File: src/rtl/ir_load_ctrl_pkg.sv
// Shared definitions for the IR regfile load sequencer: state codes,
// default widths and the memory wait limit.
package ir_load_ctrl_pkg;

  typedef enum logic [3:0] {
    LINIT     = 4'h0,
    LREAD_MEM = 4'h1,
    LWRITE    = 4'h2,
    LWORK     = 4'h3
  } load_state_t;

  localparam int DEF_IRR_WIDTH      = 32;
  localparam int DEF_IR_ADDR_WIDTH  = 4;
  localparam int DEF_MEM_ADDR_WIDTH = 16;

  localparam logic [7:0] TIMEOUT_LIMIT = 8'hFF;

endpackage

File: src/rtl/ir_load_addr_gen.sv
// Base/index registers for the load sequencer; produces the memory word
// address (wrapping at the memory address width) and the last-entry flag.
module ir_load_addr_gen
  import ir_load_ctrl_pkg::*;
#(
  parameter int IR_ADDR_WIDTH  = DEF_IR_ADDR_WIDTH,
  parameter int MEM_ADDR_WIDTH = DEF_MEM_ADDR_WIDTH
) (
  input  logic                      clk,
  input  logic                      rst,
  input  logic                      load,
  input  logic                      inc,
  input  logic [MEM_ADDR_WIDTH-1:0] base_addr,
  output logic [MEM_ADDR_WIDTH-1:0] mem_addr,
  output logic [IR_ADDR_WIDTH-1:0]  idx,
  output logic                      last
);

  logic [MEM_ADDR_WIDTH-1:0] base_reg;
  logic [IR_ADDR_WIDTH-1:0]  idx_reg;

  always_ff @(posedge clk or posedge rst) begin
    if (rst) begin
      base_reg <= '0;
      idx_reg  <= '0;
    end else if (load) begin
      base_reg <= base_addr;
      idx_reg  <= '0;
    end else if (inc) begin
      idx_reg <= idx_reg + IR_ADDR_WIDTH'(1);
    end
  end

  // Sum is kept at the memory address width so it wraps naturally.
  assign mem_addr = base_reg + MEM_ADDR_WIDTH'(idx_reg);
  assign idx      = idx_reg;
  assign last     = &idx_reg;

endmodule

File: src/rtl/ir_load_ctrl.sv
// IR regfile load sequencer: copies DEPTH words from memory into the regfile,
// then hands the regfile to the fetch port. Define IR_LOAD_TIMEOUT_EN to add
// a memory wait timeout with a sticky load_err output.
module ir_load_ctrl
  import ir_load_ctrl_pkg::*;
#(
  parameter int IRR_WIDTH      = DEF_IRR_WIDTH,
  parameter int IR_ADDR_WIDTH  = DEF_IR_ADDR_WIDTH,
  parameter int MEM_ADDR_WIDTH = DEF_MEM_ADDR_WIDTH
) (
  input  logic                      clk,
  input  logic                      rst,
  input  logic                      start,
  input  logic [MEM_ADDR_WIDTH-1:0] base_addr,
  input  logic                      reload,
  output logic                      mem_req,
  output logic [MEM_ADDR_WIDTH-1:0] mem_addr,
  input  logic                      mem_ack,
  input  logic [IRR_WIDTH-1:0]      mem_rdata,
  output logic                      rf_mode,
  output logic [IR_ADDR_WIDTH-1:0]  rf_address,
  output logic [IRR_WIDTH-1:0]      rf_data_in,
  input  logic                      fetch_req,
  input  logic [IR_ADDR_WIDTH-1:0]  fetch_addr,
  output logic                      fetch_gnt,
  output logic                      init_finished,
`ifdef IR_LOAD_TIMEOUT_EN
  output logic                      load_err,
`endif
  output logic                      busy
);

  load_state_t               state_reg, state_next;
  logic [IRR_WIDTH-1:0]      buffer_reg;
  logic                      init_finished_reg;
  logic                      addr_load, addr_inc, buf_capture, fin_set, fin_clr;
  logic [MEM_ADDR_WIDTH-1:0] gen_addr;
  logic [IR_ADDR_WIDTH-1:0]  gen_idx;
  logic                      gen_last;

  ir_load_addr_gen #(
    .IR_ADDR_WIDTH (IR_ADDR_WIDTH),
    .MEM_ADDR_WIDTH(MEM_ADDR_WIDTH)
  ) u_addr_gen (
    .clk      (clk),
    .rst      (rst),
    .load     (addr_load),
    .inc      (addr_inc),
    .base_addr(base_addr),
    .mem_addr (gen_addr),
    .idx      (gen_idx),
    .last     (gen_last)
  );

`ifdef IR_LOAD_TIMEOUT_EN
  logic [7:0] wait_cnt_reg;
  logic       load_err_reg;
  logic       err_set, err_clr;
  logic       wait_expired;

  // Counter idles at zero outside LREAD_MEM, so every read starts from zero.
  always_ff @(posedge clk or posedge rst) begin
    if (rst) begin
      wait_cnt_reg <= '0;
    end else if (state_reg != LREAD_MEM) begin
      wait_cnt_reg <= '0;
    end else if (!mem_ack) begin
      wait_cnt_reg <= wait_cnt_reg + 8'd1;
    end
  end

  always_ff @(posedge clk or posedge rst) begin
    if (rst) begin
      load_err_reg <= 1'b0;
    end else if (err_set) begin
      load_err_reg <= 1'b1;
    end else if (err_clr) begin
      load_err_reg <= 1'b0;
    end
  end

  assign wait_expired = (wait_cnt_reg == TIMEOUT_LIMIT - 8'd1);
  assign load_err     = load_err_reg;
`endif

  always_ff @(posedge clk or posedge rst) begin
    if (rst) begin
      state_reg         <= LINIT;
      buffer_reg        <= '0;
      init_finished_reg <= 1'b0;
    end else begin
      state_reg <= state_next;
      if (buf_capture) begin
        buffer_reg <= mem_rdata;
      end
      if (fin_set) begin
        init_finished_reg <= 1'b1;
      end else if (fin_clr) begin
        init_finished_reg <= 1'b0;
      end
    end
  end

  always_comb begin
    state_next  = state_reg;
    addr_load   = 1'b0;
    addr_inc    = 1'b0;
    buf_capture = 1'b0;
    fin_set     = 1'b0;
    fin_clr     = 1'b0;
    mem_req     = 1'b0;
    mem_addr    = '0;
    rf_mode     = 1'b0;
    rf_address  = '0;
    rf_data_in  = '0;
    fetch_gnt   = 1'b0;
    busy        = 1'b0;
`ifdef IR_LOAD_TIMEOUT_EN
    err_set     = 1'b0;
    err_clr     = 1'b0;
`endif
    case (state_reg)
      LINIT: begin
        if (start) begin
          addr_load  = 1'b1;
          state_next = LREAD_MEM;
`ifdef IR_LOAD_TIMEOUT_EN
          err_clr    = 1'b1;
`endif
        end
      end
      LREAD_MEM: begin
        busy     = 1'b1;
        mem_req  = 1'b1;
        mem_addr = gen_addr;
        if (mem_ack) begin
          buf_capture = 1'b1;
          state_next  = LWRITE;
        end
`ifdef IR_LOAD_TIMEOUT_EN
        else if (wait_expired) begin
          err_set    = 1'b1;
          state_next = LINIT;
        end
`endif
      end
      LWRITE: begin
        busy       = 1'b1;
        rf_mode    = 1'b1;
        rf_address = gen_idx;
        rf_data_in = buffer_reg;
        if (gen_last) begin
          fin_set    = 1'b1;
          state_next = LWORK;
        end else begin
          addr_inc   = 1'b1;
          state_next = LREAD_MEM;
        end
      end
      LWORK: begin
        rf_address = fetch_addr;
        fetch_gnt  = fetch_req;
        if (reload) begin
          addr_load  = 1'b1;
          fin_clr    = 1'b1;
          state_next = LREAD_MEM;
        end
      end
      default: state_next = LINIT;
    endcase
  end

  assign init_finished = init_finished_reg;

endmodule

File: config.mk
export PLATFORM = sky130hd
export DESIGN_NAME = ir_load_ctrl
export DESIGN_NICKNAME = d
export VERILOG_FILES = /design/src/rtl/ir_load_ctrl_pkg.sv /design/src/rtl/ir_load_addr_gen.sv /design/src/rtl/ir_load_ctrl.sv
export SDC_FILE = /design/constraint.sdc
export NUM_CORES = 1
export LEC_CHECK = 0
export CAP_MARGIN = 5
export CORE_MARGIN = 1.5
export CORE_UTILIZATION = 55
export DETAILED_ROUTE_END_ITERATION = 10
export DONT_BUFFER_PORTS = 1
export GPL_TIMING_DRIVEN = 0
export PLACE_DENSITY = 0.78
export SLEW_MARGIN = 0
export SYNTH_ARGS = -nofsm -noshare
export SYNTH_HDL_FRONTEND = slang
export SYNTH_HIERARCHICAL = 1
export SYNTH_SLANG_ARGS = --single-unit
File: constraint.sdc
create_clock -name clk -period 4.2 [get_ports clk]
set_input_delay 0.63 -clock clk [delete_from_list [all_inputs] [get_ports clk]]
set_output_delay 0.63 -clock clk [all_outputs]
set_load 0.05 [all_outputs]
==> PnR_summary.wiki <==
{| class="wikitable"
! Metric !! Value
|-
| Number of setup violations in the final report || 0
|-
| Count of buffers added by post-CTS timing repair for setup || 0
|-
| Setup slack after layout || 0.878 ns
|-
| Largest fanout on the critical path || 6
|-
| Chip Width || 76.0 um
|-
| Status || finished clean
|-
| Port bufs || 0
|-
| I/O pin count || 115
|-
| Worst Hold Class || in -> async
|-
| Total wirelength of the detailed-routed design || 5530 um
|-
| Area of the die || 0.00578 mm^2
|-
| Via count normalized by instance count || 5.58
|-
| Share of final-layout standard cells stronger than drive strength 1 || 22.9%
|-
| Net Count, Synth || 312
|-
| CTS buffer count || 5
|-
| Count of state elements after synthesis || 55
|-
| Headroom to the max-slew limit || 46.0%
|-
| Fmax || 301 MHz
|-
| DRC Markers || 0
|-
| Slew Viols, Final || 0
|-
| Average size of a mapped cell || 12.0 um^2
|-
| Overflow left after global routing || 0
|-
| Gr usage total || 19.5%
|-
| Post-route antenna net violation count || 0
|-
| Core Rows || 26
|-
| First-pass GRT wire length || 8890 um
|-
| Busiest grt layer || met2
|-
| Setup TNS || 0 ns
|-
| Count of cell types in the netlist || 36
|-
| Met1 track demand over resource in global routing || 22.7%
|-
| Skew final || 0.00989 ns
|-
| Sequential cell area fraction in the yosys report || 46.9%
|-
| Crit-path max cell delay || 0.47 ns
|-
| Slew of the pin with the lowest slew margin || 0.809 ns
|-
| Initial antenna violation count || 0
|-
| Met2 global-route usage || 33.5%
|-
| Clock Root Buffer || sky130_fd_sc_hd__clkbuf_8
|-
| Most instantiated flip-flop cell in the synthesis netlist || sky130_fd_sc_hd__dfrtp_1
|-
| Sort of element at the start of the critical path || flip-flop
|-
| Sum of buffers and inverters on the critical path || 0
|-
| Max-cap viol count || 0
|-
| Clock insertion delay at the later pin of the skew report || 0.30 ns
|-
| CTS Buffer Depth || 2
|-
| Warning count from the yosys run || 6
|-
| Clock slew at reported path FFs || 0.10 ns
|-
| Netlist area before placement || 0.00293 mm^2
|-
| Length of the first detailed-routing pass in iterations || 4
|-
| Setup repair after global routing missed its margin || false
|-
| Number of hold-slack violations in the final timing report || 0
|-
| Met3 usage in global routing || 7.07%
|-
| Initial core utilization || 57.1%
|-
| Largest net degree at the start of global routing || 21
|-
| RD Place Congestion || 0.740
|-
| Placeable core region || 0.00514 mm^2
|-
| Clock tree from TritonCTS || yes
|-
| Post-cts gate resize count || 0
|-
| Data required time at the worst endpoint || 3.57 ns
|-
| CP Capture Type || output pin
|-
| H-tree depth reported by CTS || 2
|-
| Syn Inst Count || 244
|-
| Detailed-route wire length per cell || 17.1 um
|-
| Synthesis-to-finish area growth || 7.42%
|-
| ANT cells || 0
|-
| Flip-flop count of the largest register, all copies and words added || 32
|-
| Type of the setup path with the least slack || reg -> out
|-
| Net total in the final layout || 320
|-
| Largest delay share family, worst path || adder cells
|-
| Most used cells in the layout excluding fill and tap cells || 55 x sky130_fd_sc_hd__dfrtp_1, 49 x sky130_fd_sc_hd__and2_1, 38 x sky130_fd_sc_hd__mux2_2
|-
| Number of hold-repair buffers added at the cts stage || 0
|-
| Async S/R FF share, synth || 100%
|-
| Commonest non-fill, non-tap cell in the layout || sky130_fd_sc_hd__dfrtp_1
|-
| Signal arrival time at the worst endpoint || 2.69 ns
|-
| Drt initial violations || 99
|-
| Period Utilization, post-route || 79.1%
|-
| Num Clock Sinks || 55
|-
| Filler cell count || 453
|-
| Post-layout minimum cycle time || 3.32 ns
|-
| Final design utilization || 61.3%
|-
| Pre-CTS worst setup slack || 1.22 ns
|-
| Number of enable flip-flop cells after synthesis || 0
|-
| Worst path cell trace || ha_1, fa_1, a21o_1, a21oi_4, nand3b_1, xnor2_1, and2_1
|-
| Overall via count from detail_route || 1803
|-
| Height of the chip || 76.0 um
|-
| Vias in the first global route || 1867
|-
| DP HPWL || 4360 um
|-
| Hold slack final || 0.328 ns
|-
| Slowest stage cell, crit path || sky130_fd_sc_hd__and2_1
|}
## path summary, 6_finish.rpt
| check | cells past startpoint | start | slack, ns | endpoint |
|---|---|---|---|---|
| max in group asynchronous | 2 | rst | 3.33 | init_finished |
| hold / removal | 1 | rst | 0.33 | buffer_reg[17] |
| hold reg to reg | 1 | buffer_reg[29] | 0.50 | buffer_reg[29] |
| setup reg to reg | 7 | state_reg[0] | 1.84 | u_addr_gen/idx[3] |
| min in group clk | 1 | mem_rdata[29] | 0.45 | buffer_reg[29] |
| setup / recovery | 7 | u_addr_gen/idx[0] | 0.88 | mem_addr[8] |
## area by class of cell
cell class / count / area (um^2) / share of cell area, %
buffer: 11 / 52.6 / 1.67
clock buffer: 5 / 68.8 / 2.18
clock inverter: 3 / 33.8 / 1.07
inverter: 7 / 26.3 / 0.834
multi-input combinational: 171 / 1480 / 46.9
sequential: 55 / 1380 / 43.7
tap: 70 / 87.6 / 2.78
timing repair buffer: 1 / 27.5 / 0.873
## Yosys cell counts, types with 2 or more instances
| master | instances | share of area (%) |
|---|---|---|
| sky130_fd_sc_hd__a21oi_1 | 3 | 0.51 |
| sky130_fd_sc_hd__ha_1 | 9 | 3.8 |
| sky130_fd_sc_hd__buf_2 | 3 | 0.51 |
| sky130_fd_sc_hd__nand3b_1 | 2 | 0.51 |
| sky130_fd_sc_hd__nand2_1 | 9 | 1.2 |
| sky130_fd_sc_hd__nor2_1 | 5 | 0.64 |
| sky130_fd_sc_hd__a22o_1 | 5 | 1.5 |
| sky130_fd_sc_hd__a21o_1 | 2 | 0.51 |
| sky130_fd_sc_hd__nor3b_2 | 2 | 0.85 |
| sky130_fd_sc_hd__xnor2_1 | 8 | 2.4 |
| sky130_fd_sc_hd__mux2i_1 | 3 | 1.0 |
| sky130_fd_sc_hd__xor2_1 | 9 | 2.7 |
| sky130_fd_sc_hd__mux2_1 | 10 | 3.8 |
| sky130_fd_sc_hd__and2_1 | 49 | 10 |
| sky130_fd_sc_hd__clkbuf_1 | 7 | 0.90 |
| sky130_fd_sc_hd__dfrtp_1 | 55 | 47 |
| sky130_fd_sc_hd__mux2_2 | 38 | 15 |
| sky130_fd_sc_hd__inv_1 | 7 | 0.90 |
## worst reg2reg max path, stage by stage, from the launching register on
cell and delay, ns:
sky130_fd_sc_hd__dfrtp_1 0.41, sky130_fd_sc_hd__inv_1 0.11, sky130_fd_sc_hd__ha_1 0.55, sky130_fd_sc_hd__clkbuf_1 0.43
sky130_fd_sc_hd__nor2b_1 0.37, sky130_fd_sc_hd__nand4_1 0.16, sky130_fd_sc_hd__xor2_1 0.15, sky130_fd_sc_hd__nor2_1 0.05
## cell families after synthesis
| kind of cell | Yosys count | share of synthesized area (%) |
|---|---|---|
| DFF | 55 | 46.9 |
| muxes | 51 | 19.4 |
| adders and majority gates | 10 | 4.52 |
| and+or+nand+nor | 78 | 17.1 |
| xor gates and xnor gates | 17 | 5.07 |
| AOI/OAI and AO/OA | 15 | 4.22 |
| buffers and inverters | 18 | 2.69 |
## stage by stage
step           cells  instance area (um^2)
2_1_floorplan    244                  2930
3_3_place_gp     314                  3020
3_5_place_dp     315                  3050
4_1_cts          323                  3150
5_1_grt          323                  3150
6_report         323                  3150
## per-layer routing
| layer | part of all wire [%] | wire [um] | vias to the layer above |
|---|---|---|---|
| met5 | 0 | 0 | - |
| met4 | 1.7 | 96 | 0 |
| met3 | 8.0 | 440 | 8 |
| met2 | 50 | 2750 | 69 |
| met1 | 40 | 2240 | 882 |
| li1 | - | - | 844 |
Power is not shown: default switching activity piles up to over one toggle a cycle in this logic, so the estimate is an artifact.
==> patch 1: new RTL, same flow settings <==
Build with the macro `IR_LOAD_TIMEOUT_EN` defined.
--- a/src/rtl/ir_load_ctrl.sv
+++ b/src/rtl/ir_load_ctrl.sv
@@ -1,6 +1,8 @@
 // IR regfile load sequencer: copies DEPTH words from memory into the regfile,
 // then hands the regfile to the fetch port. Define IR_LOAD_TIMEOUT_EN to add
 // a memory wait timeout with a sticky load_err output.
+`define IR_LOAD_TIMEOUT_EN
+
 module ir_load_ctrl
   import ir_load_ctrl_pkg::*;
 #(
Check against the original RTL (old outputs only; new: load_err): no difference found for any inputs over 10 cycles, from zero or initial values and one cycle with rst high; that may be too few to reach the edited logic, so the function may still have changed.
==> patch 1 against the original RTL <==
Final cell count increased by 18%; via count increased by 21%; area after synthesis grew 17%; worst setup slack lost 0.025 ns; clock skew is 0.0028 ns lower; global-route usage up 1.2 points; first-iteration DRC count down 15%; routed wire length up 19%; design area increased by 19%; sequential cell count is 9 higher; highest routed layer unchanged.
==> patch 1: results (changes against the original RTL) <==
* Initial antenna violation count at 0 (unchanged)
* Setup Skew at 0.00712 ns (-0.00277 ns)
* Routability cong. at 0.766 (+3.5%)
* Fraction of layout cells with a size suffix above 1 at 0.261 (+0.0313)
* Placed Area at 3540 µm² (+16%)
* Clk_lat worst skew at 0.34 ns (+0.04 ns)
* Worst setup slack after layout at 0.853 ns (-0.0251 ns)
* Critical Path End: rf_data_in[10]
* CTS Root Cell: clkbuf_8
* CP max stage delay at 0.54 ns (+0.07 ns)
* Detail Placement HPWL at 4900 µm (+13%)
* WL met2 at 3290 µm (+20%)
* Fillcell total at 488 (+7.7%)
* Met1 WL at 2680 µm (+20%)
* Avg Cell Area, Syn at 11.8 µm² (-1.8%)
* Post-Synthesis Net Count at 361 (+16%)
* First-pass GRT wire length at 10,200 µm (+14%)
* Placed Cells at 366 (+16%)
* Final instance area at 3770 µm² (+19%)
* Commonest cells post-synth: 64 x dfrtp_1, 55 x and2_1, 48 x mux2_2
* Largest net degree at the start of global routing at 44 (+110%)
* Total GRT Usage at 0.206 (+0.0117)
* FF-to-FF setup slack at 1.79 ns (-0.05 ns)
* Outcome: finished, final reports clean
* CTS H-tree depth at 3 (+1)
* Pre-CTS setup slack at 1.18 ns (-0.0382 ns)
* Routing usage on met3 at 0.0611 (-0.00955)
* Synth cell types at 43 (+19%)
* CP top delay family: buffers and inverters
* CP arrival at 2.72 ns (+0.03 ns)
* Fin Hold WS at 0.0248 ns (-0.303 ns)
* Crit-path max FO at 10 (+4)
* WL final at 6570 µm (+19%)
* DR iter-0 viols at 84 (-15%)
* Metal3 WL at 451 µm (+2.5%)
* Worst-path clk slew at 0.07 ns (-0.03 ns)
* Dominant cells by area after synthesis: dfrtp_1 47%, mux2_2 16%, and2_1 10%
* Bufs on Longest Clock Path at 2 (unchanged)
* Vias at 2,175 (+21%)
* Number of global-route vias before repair at 2,094 (+12%)
* DR vias/cell at 5.69 (+2.0%)
* GRT met1 Usage at 0.261 (+0.0348)
## patch 1: layout make-up
class,count,share of cell area
buffer,13,0.0163
clock buffer,9,0.0329
clock inverter,7,0.0276
inverter,8,0.00797
multi-input combinational,205,0.460
sequential,64,0.425
tap,75,0.0249
timing repair buffer,1,0.00532
## patch 1: logic make-up after synthesis
kind of cell | count (synthesis) | synth area share
and+or+nand+nor | 97 | 0.182
DFF | 64 | 0.468
muxes | 51 | 0.167
AOI/OAI and AO/OA | 22 | 0.0508
xor gates and xnor gates | 22 | 0.0563
buffers and inverters | 21 | 0.0267
adders and majority gates | 13 | 0.0497
## patch 1: power groups by stage
| stage | Sequential, mW | Combinational (mW) | Clock (mW) |
|---|---|---|---|
| after floorplan | 1.04 | 1.49 | 0 |
| after global placement | 1.07 | 1.63 | 0 |
| after detailed placement | 1.09 | 1.66 | 0 |
| after CTS | 1.08 | 1.67 | 0.612 |
| after global routing | 1.12 | 1.77 | 0.641 |
| final | 1.07 | 1.66 | 0.599 |
==> patch 2: new RTL, config.mk and constraints unchanged <==
Without the edit above. The 4 states of `load_state_t` get a one-hot encoding in 4 bits.
--- a/src/rtl/ir_load_ctrl_pkg.sv
+++ b/src/rtl/ir_load_ctrl_pkg.sv
@@ -3,10 +3,10 @@
 package ir_load_ctrl_pkg;
 
   typedef enum logic [3:0] {
-    LINIT     = 4'h0,
-    LREAD_MEM = 4'h1,
-    LWRITE    = 4'h2,
-    LWORK     = 4'h3
+    LINIT     = 4'b0001,
+    LREAD_MEM = 4'b0010,
+    LWRITE    = 4'b0100,
+    LWORK     = 4'b1000
   } load_state_t;
 
   localparam int DEF_IRR_WIDTH      = 32;
Formal check against the unedited RTL: same outputs for any inputs over 10 cycles, from zero or initial values and one cycle with rst high; not proved beyond that.
==> patch 2 against the original RTL <==
Synthesized cell count grew 5.7%; routed wire length grew 7.6%; design area increased by 12%; worst setup slack got worse by 0.084 ns; clock skew is 0.0029 ns lower; sequential cell count grew 2; sequential share of layout area fell by 3.2 points; count of clock-buffer cells in the layout grew 6; fmax decreased by 2.5%; non-clock buffer count increased by 5; area after synthesis increased by 9.5%.
==> patch 2: results (changes against the original RTL) <==
* Metal3 WL at 448 µm (+1.8%)
* Bufs on Longest Clock Path at 2 (unchanged)
* Post-Synthesis Net Count at 322 (+3.2%)
* Fraction of layout cells with a size suffix above 1 at 0.315 (+0.0860)
* Setup Skew at 0.00703 ns (-0.00286 ns)
* Drt pass-1 iters at 4 (unchanged)
* WL met2 at 2750 µm (-0.25%)
* Routability cong. at 0.781 (+5.6%)
* Total GRT Usage at 0.201 (+0.00582)
* Number of global-route vias before repair at 1,962 (+5.1%)
* Worst-path clk slew at 0.07 ns (-0.03 ns)
* Clk_lat worst skew at 0.32 ns (+0.02 ns)
* Commonest cells post-synth: 56 x dfrtp_1, 49 x and2_1, 29 x mux2_4
* First-pass GRT wire length at 9590 µm (+7.8%)
* CP arrival at 2.78 ns (+0.09 ns)
* YS warnings at 6 (unchanged)
* Postcts setup bufs at 0 (unchanged)
* Peak supply drop at 0.459 mV
* # nets final at 335 (+4.7%)
* Sequential share of the synthesized area at 0.444 (-0.0248)
* Num CTS Buffers at 9 (+4)
* Crit-path max FO at 6 (unchanged)
* DR vias/cell at 5.49 (-1.6%)
* WL final at 5950 µm (+7.6%)
* Met1 WL at 2630 µm (+17%)
* Detail Placement HPWL at 4460 µm (+2.4%)
* Synth async-reset ratio at 1.00 (unchanged)
* CTS H-tree depth at 3 (+1)
* Fillcell total at 444 (-2.0%)
* Synth cell types at 44 (+22%)
* DR iter-0 viols at 78 (-21%)
* CTS Root Cell: clkbuf_8
* Worst-margin pin slew at 0.911 ns (+0.102 ns)
* Initial antenna violation count at 0 (unchanged)
* Min-Delay Path Class: in2async
* Outcome: finished, final reports clean
* Dominant cells by area after synthesis: dfrtp_1 44%, mux2_4 14%, and2_1 9.5%
* LEAKAGE at 1.65 nW
* Cts repair resizes at 0 (unchanged)
[patch 2: final timing paths]
path | start | end | slack (ns) | cells after the start
max | u_addr_gen/idx[0]$_DFFE_PP0P_ | mem_addr[8] | 0.79 | 7
min | rst | buffer_reg[12]$_DFFE_PP0P_ | 0.21 | 1
max reg2reg | state_reg[0]$_DFFE_PP1P_ | u_addr_gen/base_reg[11]$_DFFE_PP0P_ | 1.99 | 5
min reg2reg | buffer_reg[24]$_DFFE_PP0P_ | buffer_reg[24]$_DFFE_PP0P_ | 0.50 | 1
max in group asynchronous | rst | state_reg[0]$_DFFE_PP1P_ | 3.29 | 3
min in group clk | reload | state_reg[3]$_DFFE_PP0P_ | 0.39 | 1
[patch 2: metal layers]
layer,vias up,GRT usage
met2,83,0.311
met5,-,0
met1,913,0.258
met4,0,0.0912
met3,11,0.0594
li1,904,-
[patch 2: cell families after synthesis]
group,Yosys count,share of synthesized area
xor gates and xnor gates,19,0.0518
DFF,57,0.444
buffers and inverters,21,0.0354
adders and majority gates,6,0.0257
muxes,49,0.205
AOI/OAI and AO/OA,18,0.0440
and+or+nand+nor,88,0.194
[patch 2: metrics by stage]
stage	instances	setup slack, ns	area (µm²)	hold slack (ns)
global placement	330	1.18	3300	0.481
global route	348	0.683	3530	0.233
finish	348	0.794	3530	0.208
CTS	348	0.780	3530	0.205
detailed placement	332	1.14	3330	0.486
floorplan	258	1.33	3210	0.470
[patch 2: area by class of cell]
| class | instances | share of cell area |
|---|---|---|
| Multi-Input combinational cell | 180 | 0.474 |
| Sequential cell | 57 | 0.404 |
| Clock buffer | 11 | 0.0401 |
| Buffer | 15 | 0.0259 |
| Tap cell | 72 | 0.0255 |
| Clock inverter | 5 | 0.0156 |
| Timing Repair Buffer | 2 | 0.00851 |
| Inverter | 6 | 0.00638 |
[patch 2: worst max-delay path: stages, from the launching register on]
cell and delay, ns:
dfrtp_1 0.45, ha_1 0.29, fa_1 0.47, a21o_1 0.23, a21oi_4 0.29, nand3b_1 0.17, xnor2_1 0.11, and2_1 0.46
[patch 2: power breakdown]
group          switching [mW]  internal (mW)
clock                   0.211          0.288
combinational           0.426          0.456
sequential              0.167          0.800
total                   0.804           1.54
